## src/rtl/elevator_pkg.sv

```systemverilog
// -----------------------------------------------------------------------------
// elevator_pkg
// Shared definitions for the elevator controller slice.
//   DEFAULT_BUTTONS_WIDTH : number of floors served (one bit per floor)
//   floor_vec_t           : one bit per floor, bit i = floor i
//   latch_next()          : next value of a sticky request vector; a clear
//                           overrides a press on the same edge
// -----------------------------------------------------------------------------
package elevator_pkg;

    localparam int unsigned DEFAULT_BUTTONS_WIDTH = 32'd8;

    typedef logic [DEFAULT_BUTTONS_WIDTH-1:0] floor_vec_t;

    // Sticky set, clear has priority over set.
    function automatic floor_vec_t latch_next(
        input floor_vec_t active,
        input floor_vec_t btn,
        input floor_vec_t clr
    );
        return (active | btn) & ~clr;
    endfunction

endpackage : elevator_pkg

```

## src/rtl/request_latch.sv

```systemverilog
// -----------------------------------------------------------------------------
// request_latch
// One request channel: WIDTH independent sticky bits. A bit is set by its
// button sampled high on a clock edge and cleared by its inactivate sampled
// high on an edge; clear wins when both are high.
// Ports:
//   clk        : system clock, rising edge
//   rst_n      : asynchronous active-low reset, clears every bit
//   enable     : updates allowed (low while reset release is being synchronised)
//   btn        : level button inputs, 1 = pressed
//   inactivate : level per-bit clear, 1 = clear
//   active     : pending requests, straight from flops
// -----------------------------------------------------------------------------
module request_latch
    import elevator_pkg::*;
#(
    parameter int unsigned WIDTH = DEFAULT_BUTTONS_WIDTH
) (
    input  logic             clk,
    input  logic             rst_n,
    input  logic             enable,
    input  logic [WIDTH-1:0] btn,
    input  logic [WIDTH-1:0] inactivate,
    output logic [WIDTH-1:0] active
);

    logic [WIDTH-1:0] active_r;
    logic [WIDTH-1:0] active_nxt_s;

    // Next-state: sticky set with clear priority, hold while updates are disabled.
    always_comb begin
        active_nxt_s = active_r;
        if (enable) begin
            active_nxt_s = (active_r | btn) & ~inactivate;
        end else begin
            active_nxt_s = active_r;
        end
    end

    // Request state register.
    always_ff @(posedge clk or negedge rst_n) begin
        if (!rst_n) begin
            active_r <= {WIDTH{1'b0}};
        end else begin
            active_r <= active_nxt_s;
        end
    end

    assign active = active_r;

endmodule : request_latch

```

## src/rtl/buttons.sv

```systemverilog
// -----------------------------------------------------------------------------
// buttons
// Request-latch block between the elevator button banks and the scheduler.
// Holds in-car, hall-up and hall-down requests as sticky bits until the
// scheduler clears them after serving the floor.
// Ports:
//   clk                        : system clock, rising edge
//   reset                      : asynchronous active-low reset
//   btn_in                     : in-car floor buttons (level)
//   btn_up_out                 : hall up-call buttons (level)
//   btn_down_out               : hall down-call buttons (level)
//   inactivate_in_levels       : per-floor clear, in-car requests
//   inactivate_out_up_levels   : per-floor clear, up-call requests
//   inactivate_out_down_levels : per-floor clear, down-call requests
//   active_in_levels           : pending in-car requests (registered)
//   active_out_up_levels       : pending up-call requests (registered)
//   active_out_down_levels     : pending down-call requests (registered)
// Reset asserts asynchronously; its release is passed through two flops so
// the request channels start updating cleanly on a clock edge. Hall up at the
// top floor and down at floor 0 are latched like any other bit; filtering
// them belongs to the scheduler.
// -----------------------------------------------------------------------------
module buttons
    import elevator_pkg::*;
#(
    parameter int unsigned BUTTONS_WIDTH = DEFAULT_BUTTONS_WIDTH
) (
    input  logic                     clk,
    input  logic                     reset,
    input  logic [BUTTONS_WIDTH-1:0] btn_in,
    input  logic [BUTTONS_WIDTH-1:0] btn_up_out,
    input  logic [BUTTONS_WIDTH-1:0] btn_down_out,
    input  logic [BUTTONS_WIDTH-1:0] inactivate_in_levels,
    input  logic [BUTTONS_WIDTH-1:0] inactivate_out_up_levels,
    input  logic [BUTTONS_WIDTH-1:0] inactivate_out_down_levels,
    output logic [BUTTONS_WIDTH-1:0] active_in_levels,
    output logic [BUTTONS_WIDTH-1:0] active_out_up_levels,
    output logic [BUTTONS_WIDTH-1:0] active_out_down_levels
);

    logic [1:0] rst_sync_r;
    logic       run_en_s;

    // Reset-release synchroniser: clears at once, releases after two edges.
    always_ff @(posedge clk or negedge reset) begin
        if (!reset) begin
            rst_sync_r <= 2'b00;
        end else begin
            rst_sync_r <= {rst_sync_r[0], 1'b1};
        end
    end

    assign run_en_s = rst_sync_r[1];

    request_latch #(
        .WIDTH (BUTTONS_WIDTH)
    ) u_latch_in (
        .clk        (clk),
        .rst_n      (reset),
        .enable     (run_en_s),
        .btn        (btn_in),
        .inactivate (inactivate_in_levels),
        .active     (active_in_levels)
    );

    request_latch #(
        .WIDTH (BUTTONS_WIDTH)
    ) u_latch_up (
        .clk        (clk),
        .rst_n      (reset),
        .enable     (run_en_s),
        .btn        (btn_up_out),
        .inactivate (inactivate_out_up_levels),
        .active     (active_out_up_levels)
    );

    request_latch #(
        .WIDTH (BUTTONS_WIDTH)
    ) u_latch_down (
        .clk        (clk),
        .rst_n      (reset),
        .enable     (run_en_s),
        .btn        (btn_down_out),
        .inactivate (inactivate_out_down_levels),
        .active     (active_out_down_levels)
    );

endmodule : buttons

```

## config.mk

```make
export PLATFORM = sky130hd
export DESIGN_NAME = buttons
export DESIGN_NICKNAME = d
export VERILOG_FILES = /design/src/rtl/elevator_pkg.sv /design/src/rtl/request_latch.sv /design/src/rtl/buttons.sv
export SDC_FILE = /design/constraint.sdc
export NUM_CORES = 1
export LEC_CHECK = 0
export CAP_MARGIN = 25
export CORE_AREA = 5 5 66 62
export CTS_BUF_LIST = sky130_fd_sc_hd__clkbuf_4
export DETAILED_ROUTE_END_ITERATION = 8
export DIE_AREA = 0 0 71 67
export PLACE_DENSITY = 0.79
export SLEW_MARGIN = 30
export SYNTH_ARGS = -nofsm -noshare
export SYNTH_HDL_FRONTEND = slang
export SYNTH_SLANG_ARGS = --single-unit
```

## constraint.sdc

```tcl
create_clock -name clk -period 0.9 [get_ports clk]
set_input_delay 0.18 -clock clk [delete_from_list [all_inputs] [get_ports clk]]
set_output_delay 0.18 -clock clk [all_outputs]
set_load 0.005 [all_outputs]
```

Word level (Yosys, flattened, before mapping)
Index checks and enable logic that the tools add are counted.
{"block": "word_totals", "ff_bits": 26, "input_bits": 50, "out_inout_bits": 24, "word_cells": 13}
{"block": "classes", "bitwise_logic": 9}
{"operator": "$and 8x8->8", "count": 3}
{"operator": "$not 8->8", "count": 3}
{"operator": "$or 8x8->8", "count": 3}

Logic depth before layout (Yosys ltp)
Gate-level depths: netlist of run 1.
{"block": "logic_depth", "depth_word": 2, "ltp_mapped": 3, "ltp_nobuf": 2}

Modules after synthesis
Synthesis of run 1 repeated with hierarchy kept, for this count alone.
{"block": "hier_totals", "cells_unflattened": 81, "hier_area_um2": 1033.5}
{"mod": "request_latch", "instances": 3, "cells_per_inst": 26, "area_per_inst_um2": 326.6, "seq_area_each_um2": 200.2}
{"mod": "buttons", "instances": 1, "cells_per_inst": 3, "area_per_inst_um2": 53.8, "seq_area_each_um2": 50.0}

Least setup slack after synthesis of run 1
No wires, ideal clock.
{"block": "synth_path", "kind": "reg2reg", "from": "register rst_sync_r[1]", "to": "register u_latch_down.active_r[0] (netlist: u_latch_down.active[0])", "setup_ns": 0.122, "arrival_time_ns": 0.749, "required_ns": 0.778, "setup_slack_ns": 0.029, "stages_incl_launch_ff": 4, "path_buffers": 1, "period_less_slack_ns": 0.871, "path_cell_list": "dfrtp_1 > clkbuf_4 > a21oi_1 > a21oi_2"}
{"item": "from (decl)", "line": "buttons.sv:41", "text": "logic [1:0] rst_sync_r;"}
{"item": "from (signal assigned)", "line": "buttons.sv:49", "text": "rst_sync_r <= {rst_sync_r[0], 1'b1};"}
{"item": "to (signal assigned)", "line": "request_latch.sv:43", "text": "active_r <= {WIDTH{1'b0}};"}
{"item": "to (signal assigned)", "line": "request_latch.sv:45", "text": "active_r <= active_nxt_s;"}
{"item": "to (decl)", "line": "request_latch.sv:27", "text": "logic [WIDTH-1:0] active_r;"}

==> impl_table.tex, run 1 <==
\begin{tabular}{lr}
\hline
Metric & Value \\
\hline
\multicolumn{2}{l}{\textbf{Floorplan}} \\
Die X & 71 µm \\
Die height & 67 µm \\
I/O pins & 74 \\
Total core area & 3300 µm² \\
Standard-cell rows & 20 \\
Die area & 4760 µm² \\
Initial standard-cell utilization of the core & 30.8\% \\
\multicolumn{2}{l}{\textbf{Place}} \\
DP Worst Slack & -0.148 ns \\
Port bufs & 73 \\
Sum of net half-perimeters after detailed placement & 2.35 mm \\
Instance area at placement & 1850 µm² \\
Routability Congestion & 0.797 \\
\multicolumn{2}{l}{\textbf{Synthesis}} \\
Flip-flop cell with the highest count after synthesis & sky130\_fd\_sc\_hd\_\_dfrtp\_1 \\
Proportion of synthesized chip area in sequential cells & 63.9\% \\
Area share of the largest cell type after synthesis & 63.9\% \\
Mapped Avg Cell Area & 12.7 µm² \\
Post-synth EDFFs & 0 \\
Synth Register Bits & 26 \\
Share of synthesized registers carrying an async set or reset & 100\% \\
Total standard cell area after synthesis & 1020 µm² \\
Top area cells in the synthesized netlist & sky130\_fd\_sc\_hd\_\_dfrtp\_1 64\%, sky130\_fd\_sc\_hd\_\_a21oi\_2 17\%, sky130\_fd\_sc\_hd\_\_a21oi\_1 14\%, sky130\_fd\_sc\_hd\_\_buf\_6 3.3\%, sky130\_fd\_sc\_hd\_\_buf\_4 0.74\% \\
Xor and xnor fraction of the mapped netlist area & 0\% \\
Cell count after synthesis & 80 \\
Share of cell area taken by muxes after synthesis & 0\% \\
Combinational family with the most area after synthesis & compound AO/OA/AOI/OAI gates \\
Post-Synth Simple-Gate Area & 0\% \\
Compound-cell area share of the yosys netlist & 31.0\% \\
Synth warnings & 0 \\
Library cell with the highest instance count after synthesis & sky130\_fd\_sc\_hd\_\_a21oi\_1 \\
Adder-Cell Fraction of Synth Area & 0\% \\
Net count after synthesis & 130 \\
Cell types with the highest counts after synthesis & 28 x sky130\_fd\_sc\_hd\_\_a21oi\_1, 26 x sky130\_fd\_sc\_hd\_\_dfrtp\_1, 20 x sky130\_fd\_sc\_hd\_\_a21oi\_2 \\
Synth unique cells & 7 \\
Leading area contributor after synthesis & sky130\_fd\_sc\_hd\_\_dfrtp\_1 \\
\multicolumn{2}{l}{\textbf{Clocking}} \\
Sink Count & 26 \\
Skew-Pair Late Insertion Delay & 0.32 ns \\
Clock slew at the register clock pins of the worst setup and hold paths & 0.14 ns \\
H-Tree Depth & 1 \\
Clock Root Buffer & sky130\_fd\_sc\_hd\_\_clkbuf\_4 \\
CTS Hold Buffers Added & 0 \\
Number of clock buffers inserted by TritonCTS & 3 \\
Maximum clock insertion buffer count & 2 \\
Clock tree from TritonCTS & yes \\
\multicolumn{2}{l}{\textbf{STA}} \\
Final setup skew & 0.00797 ns \\
Final worst setup slack & -0.161 ns \\
Worst hold slack & 0.207 ns \\
Final hold vios & 0 \\
Time the worst path needs with I/O delays and setup & 1.06 ns \\
F\_max & 942 MHz \\
Final number of setup-violating endpoints & 48 \\
Final max-slew violation count & 0 \\
Tcrit/Tclk final & 118\% \\
Setup repair after global routing missed its margin & true \\
\multicolumn{2}{l}{\textbf{Setup path}} \\
Data arrival at the endpoint of the critical path & 1.29 ns \\
Endpoint kind of the worst setup timing path & register \\
Maximum fanout encountered on the critical timing path & 9 \\
Startpoint type of the worst setup path & register \\
Endpoint required time on the critical path & 1.13 ns \\
Start-to-end type of the worst setup path & reg2reg \\
\multicolumn{2}{l}{\textbf{Power}} \\
Maximum vdd ir drop & 0.704 mV \\
Pwr dens & 1340 nW/µm² \\
Overall power after layout & 2.85 mW \\
Static leakage & 0.907 nW \\
\multicolumn{2}{l}{\textbf{Global route}} \\
Combined global-route utilization of all metal layers & 13.0\% \\
Antenna violations before repair & 0 \\
Pin count of the biggest net entering global routing & 37 \\
Remaining global-route overflow & 0 \\
First-pass GRT wire length & 4.85 mm \\
Via count of the first global-routing pass & 987 \\
\multicolumn{2}{l}{\textbf{Drt}} \\
DR iter-0 viols & 30 \\
Total routed wirelength & 3.55 mm \\
Count of unresolved DRC violations after routing & 0 \\
Per-cell routed wire length & 15.7 µm \\
Via-per-instance ratio & 4.46 \\
Number of vias in the routed layout & 1009 \\
Length of the first detailed-routing pass in iterations & 4 \\
Remaining antenna violation count after routing & 0 \\
\multicolumn{2}{l}{\textbf{Finish}} \\
Area growth from synthesis to final layout & 108\% \\
Share of layout cells above drive strength 1 & 56.0\% \\
Post-route cell area & 2120 µm² \\
Ant diodes & 0 \\
Final nets & 233 \\
\multicolumn{2}{l}{\textbf{Run status}} \\
Result of the run & finished with violations \\
Failing checks & negative setup slack \\
\multicolumn{2}{l}{\textbf{Job}} \\
MaxCap Viol Count & 0 \\
\multicolumn{2}{l}{\textbf{Hold path}} \\
Path type of the worst min-delay path & in2async \\
\hline
\end{tabular}
critical path, cell delays in order, from the launching register on:
cell and delay, ns:
sky130_fd_sc_hd__dfrtp_2 0.54, sky130_fd_sc_hd__clkbuf_16 0.22, sky130_fd_sc_hd__a21oi_2 0.17, sky130_fd_sc_hd__a21oi_2 0.04
through the flow:
stage          util, %  cells  setup TNS [ns]
2_1_floorplan        -     80               0
3_3_place_gp      56.1    198           -3.20
3_5_place_dp      56.1    198           -4.01
4_1_cts           56.2    207           -5.27
5_1_grt           64.2    226           -7.68
6_report          64.2    226           -5.83
layout by cell type (no fill, tap or decap), types with 4 or more instances in the layout:
| cell type | count |
|---|---|
| sky130_fd_sc_hd__a21oi_1 | 5 |
| sky130_fd_sc_hd__clkdlybuf4s50_1 | 49 |
| sky130_fd_sc_hd__dfrtp_1 | 25 |
| sky130_fd_sc_hd__a21oi_2 | 39 |
| sky130_fd_sc_hd__a21oi_4 | 4 |
| sky130_fd_sc_hd__buf_12 | 4 |
| sky130_fd_sc_hd__buf_2 | 24 |
| sky130_fd_sc_hd__clkbuf_4 | 4 |
| sky130_fd_sc_hd__buf_4 | 20 |
area by class of cell:
class	count	area (µm²)
Tap cell	44	55.1
Sequential cell	26	652
Multi-Input combinational cell	49	435
Fill cell	273	1180
Clock buffer	4	30.0
Timing Repair Buffer	103	950
state kept, by name, summed over array words and instances (netlist names):
signal               flops
u_latch_down.active      8
u_latch_in.active        8
u_latch_up.active        8
rst_sync_r               2
cells by family after synthesis:
family / after synthesis
other: 1
DFF: 26
AOI/OAI and AO/OA: 48
buffers and inverters: 5
worst paths after layout:
path | from | to | slack, ns | depth (start not counted)
min | reset | rst_sync_r[0]$_DFF_PN0_ | 0.21 | 2
max | rst_sync_r[1]$_DFF_PN0_ | u_latch_up.active[3]$_DFFE_PN0P_ | -0.16 | 3
min in group clk | rst_sync_r[0]$_DFF_PN0_ | rst_sync_r[1]$_DFF_PN0_ | 0.37 | 0
min reg2reg | rst_sync_r[0]$_DFF_PN0_ | rst_sync_r[1]$_DFF_PN0_ | 0.37 | 0
max reg2reg | rst_sync_r[1]$_DFF_PN0_ | u_latch_up.active[3]$_DFFE_PN0P_ | -0.16 | 3
max in group asynchronous | reset | u_latch_up.active[0]$_DFFE_PN0P_ | 0.55 | 2
routing by layer:
metal / global-route usage (%) / part of all wire [%] / vias to the layer above
met3: 3.62 / 7.8 / 4
met5: 0 / 0 / -
met4: 4.93 / 1.4 / 0
met2: 23.0 / 51 / 49
li1: - / - / 490
met1: 14.9 / 39 / 466
timing repair:
action                     4_1_cts  5_1_grt
buffers inserted                 5       14
setup endpoints to repair       48       48
gates resized for setup        111       13
cloned                           0        5
pin swaps                        4       10
where the power goes:
part | total (mW) | internal [mW] | switching [mW]
clock | 0.544 | 0.203 | 0.340
combinational | 0.928 | 0.583 | 0.345
sequential | 1.37 | 1.30 | 0.0787
Power figures use the tool's default switching activity.
==> run 2, diff against run 1 <==
--- a/config.mk
+++ b/config.mk
@@ -6,10 +6,10 @@
 export NUM_CORES = 1
 export LEC_CHECK = 0
 export CAP_MARGIN = 25
-export CORE_AREA = 5 5 66 62
+export CORE_AREA = 4 4 65 61
 export CTS_BUF_LIST = sky130_fd_sc_hd__clkbuf_4
 export DETAILED_ROUTE_END_ITERATION = 8
-export DIE_AREA = 0 0 71 67
+export DIE_AREA = 0 0 69 65
 export PLACE_DENSITY = 0.79
 export SLEW_MARGIN = 30
 export SYNTH_ARGS = -nofsm -noshare
==> impl_table.tex, run 2 (synthesized netlist as in run 1, its figures left out) <==
\begin{tabular}{lr}
\hline
Metric & Value \\
\hline
\multicolumn{2}{l}{\textbf{Run status}} \\
Result of the run & finished with violations \\
Failing checks & negative setup slack \\
\multicolumn{2}{l}{\textbf{Power}} \\
Overall power after layout & 2.98 mW \\
Maximum vdd ir drop & 0.664 mV \\
Pwr dens & 1450 nW/µm² \\
Static leakage & 0.879 nW \\
\multicolumn{2}{l}{\textbf{STA}} \\
Final number of setup-violating endpoints & 48 \\
Final worst setup slack & -0.138 ns \\
Time the worst path needs with I/O delays and setup & 1.04 ns \\
Worst hold slack & 0.210 ns \\
Final max-slew violation count & 0 \\
Final hold vios & 0 \\
Setup tns final & -4.82 ns \\
Tcrit/Tclk final & 115\% \\
F\_max & 964 MHz \\
Setup repair after global routing missed its margin & true \\
Final setup skew & 0.00659 ns \\
\multicolumn{2}{l}{\textbf{Hold path}} \\
Path type of the worst min-delay path & in2async \\
\multicolumn{2}{l}{\textbf{Floorplan}} \\
I/O pins & 74 \\
Die height & 65 µm \\
Standard-cell rows & 20 \\
Die area & 4490 µm² \\
Die X & 69 µm \\
Total core area & 3300 µm² \\
Initial standard-cell utilization of the core & 30.8\% \\
\multicolumn{2}{l}{\textbf{Clocking}} \\
Skew-Pair Late Insertion Delay & 0.31 ns \\
H-Tree Depth & 1 \\
Clock slew at the register clock pins of the worst setup and hold paths & 0.14 ns \\
Clock tree from TritonCTS & yes \\
Maximum clock insertion buffer count & 2 \\
Sink Count & 26 \\
Number of clock buffers inserted by TritonCTS & 3 \\
CTS Hold Buffers Added & 0 \\
Clock Root Buffer & sky130\_fd\_sc\_hd\_\_clkbuf\_4 \\
\multicolumn{2}{l}{\textbf{Place}} \\
Instance area at placement & 1820 µm² \\
Sum of net half-perimeters after detailed placement & 2.21 mm \\
Port bufs & 73 \\
Routability Congestion & 0.884 \\
\multicolumn{2}{l}{\textbf{Setup path}} \\
CP max-delay cell & sky130\_fd\_sc\_hd\_\_dfrtp\_1 \\
Delay of the slowest cell on the worst path & 0.41 ns \\
Top Family by Delay on Critical Path & flip-flops \\
Startpoint type of the worst setup path & register \\
Endpoint kind of the worst setup timing path & primary output \\
Start-to-end type of the worst setup path & reg2out \\
Worst-path cell chain & buf\_2 \\
Number of buffer and inverter stages on the critical path & 1 \\
Endpoint required time on the critical path & 0.72 ns \\
Flop-to-flop setup slack & -0.11 ns \\
Maximum fanout encountered on the critical timing path & 2 \\
Data arrival at the endpoint of the critical path & 0.86 ns \\
\multicolumn{2}{l}{\textbf{Drt}} \\
Total routed wirelength & 3.10 mm \\
Remaining antenna violation count after routing & 0 \\
Via-per-instance ratio & 4.45 \\
Per-cell routed wire length & 14.0 µm \\
DR iter-0 viols & 10 \\
Length of the first detailed-routing pass in iterations & 2 \\
Number of vias in the routed layout & 983 \\
Count of unresolved DRC violations after routing & 0 \\
\multicolumn{2}{l}{\textbf{Finish}} \\
Post-route cell area & 2060 µm² \\
Leading cell types in the layout, fill and taps excluded & 49 x sky130\_fd\_sc\_hd\_\_clkdlybuf4s50\_1, 31 x sky130\_fd\_sc\_hd\_\_a21oi\_2, 25 x sky130\_fd\_sc\_hd\_\_dfrtp\_1, 24 x sky130\_fd\_sc\_hd\_\_buf\_2, 15 x sky130\_fd\_sc\_hd\_\_buf\_4 \\
Most frequent standard cell in the layout excluding fill and tap cells & sky130\_fd\_sc\_hd\_\_clkdlybuf4s50\_1 \\
Final nets & 228 \\
Ant diodes & 0 \\
Fill cell total of the finished layout & 280 \\
Post-layout utilization of the core & 62.4\% \\
Area growth from synthesis to final layout & 102\% \\
Share of layout cells above drive strength 1 & 50.8\% \\
\multicolumn{2}{l}{\textbf{Global route}} \\
Via count of the first global-routing pass & 1002 \\
Pin count of the biggest net entering global routing & 27 \\
Antenna violations before repair & 0 \\
First-pass GRT wire length & 4.59 mm \\
Remaining global-route overflow & 0 \\
Combined global-route utilization of all metal layers & 12.7\% \\
\multicolumn{2}{l}{\textbf{Job}} \\
MaxCap Viol Count & 0 \\
\hline
\end{tabular}
-- run 2: metal layers --
metal | part of all wire (%) | track usage, % | vias up
li1 | - | - | 477
met1 | 38 | 13.2 | 461
met2 | 54 | 25.0 | 45
met3 | 7.9 | 3.88 | 0
met4 | 0 | 2.20 | 0
met5 | 0 | 0 | -
-- run 2: final cells by class --
class | instances | area, µm² | area share [%]
multi-input combinational | 49 | 417 | 20.2
clock inverter | 1 | 30.0 | 1.46
timing repair buffer | 98 | 885 | 42.9
sequential | 26 | 652 | 31.6
clock buffer | 3 | 22.5 | 1.09
tap | 44 | 55.1 | 2.67
-- run 2: final timing paths --
check	startpoint	end	cells after the start
max reg2reg	rst_sync_r[1]$_DFF_PN0_	u_latch_down.active[6]$_DFFE_PN0P_	3
min reg2reg	rst_sync_r[0]$_DFF_PN0_	rst_sync_r[1]$_DFF_PN0_	0
max in group asynchronous	reset	rst_sync_r[1]$_DFF_PN0_	2
min in group clk	rst_sync_r[0]$_DFF_PN0_	rst_sync_r[1]$_DFF_PN0_	0
min	reset	u_latch_in.active[5]$_DFFE_PN0P_	2
max	u_latch_in.active[3]$_DFFE_PN0P_	active_in_levels[3]	1
-- run 2: metrics by stage --
stage | worst slack [ns] | cells
detailed placement | -0.129 | 199
finish | -0.138 | 221
global route | -0.187 | 221
CTS | -0.155 | 207
global placement | -0.115 | 199
floorplan | 0.0285 | 80
-- run 2: what timing repair did --
action	4_1_cts	5_1_grt
cloned	0	1
resized for setup	117	14
buffers inserted	4	13
pin swaps	0	7
endpoints found under the setup margin	48	48
-- run 2: power by group --
| part | total, mW | switching (mW) | internal, mW |
|---|---|---|---|
| clock network | 0.769 | 0.319 | 0.450 |
| registers | 1.37 | 0.0716 | 1.30 |
| logic | 0.847 | 0.321 | 0.526 |
==> run 3, diff against run 2 <==
--- a/config.mk
+++ b/config.mk
@@ -5,6 +5,7 @@
 export SDC_FILE = /design/constraint.sdc
 export NUM_CORES = 1
 export LEC_CHECK = 0
+export ABC_AREA = 0
 export CAP_MARGIN = 25
 export CORE_AREA = 4 4 65 61
 export CTS_BUF_LIST = sky130_fd_sc_hd__clkbuf_4
==> results of run 3 <==
Final layout, timing and power as in run 2 (identical DEF).
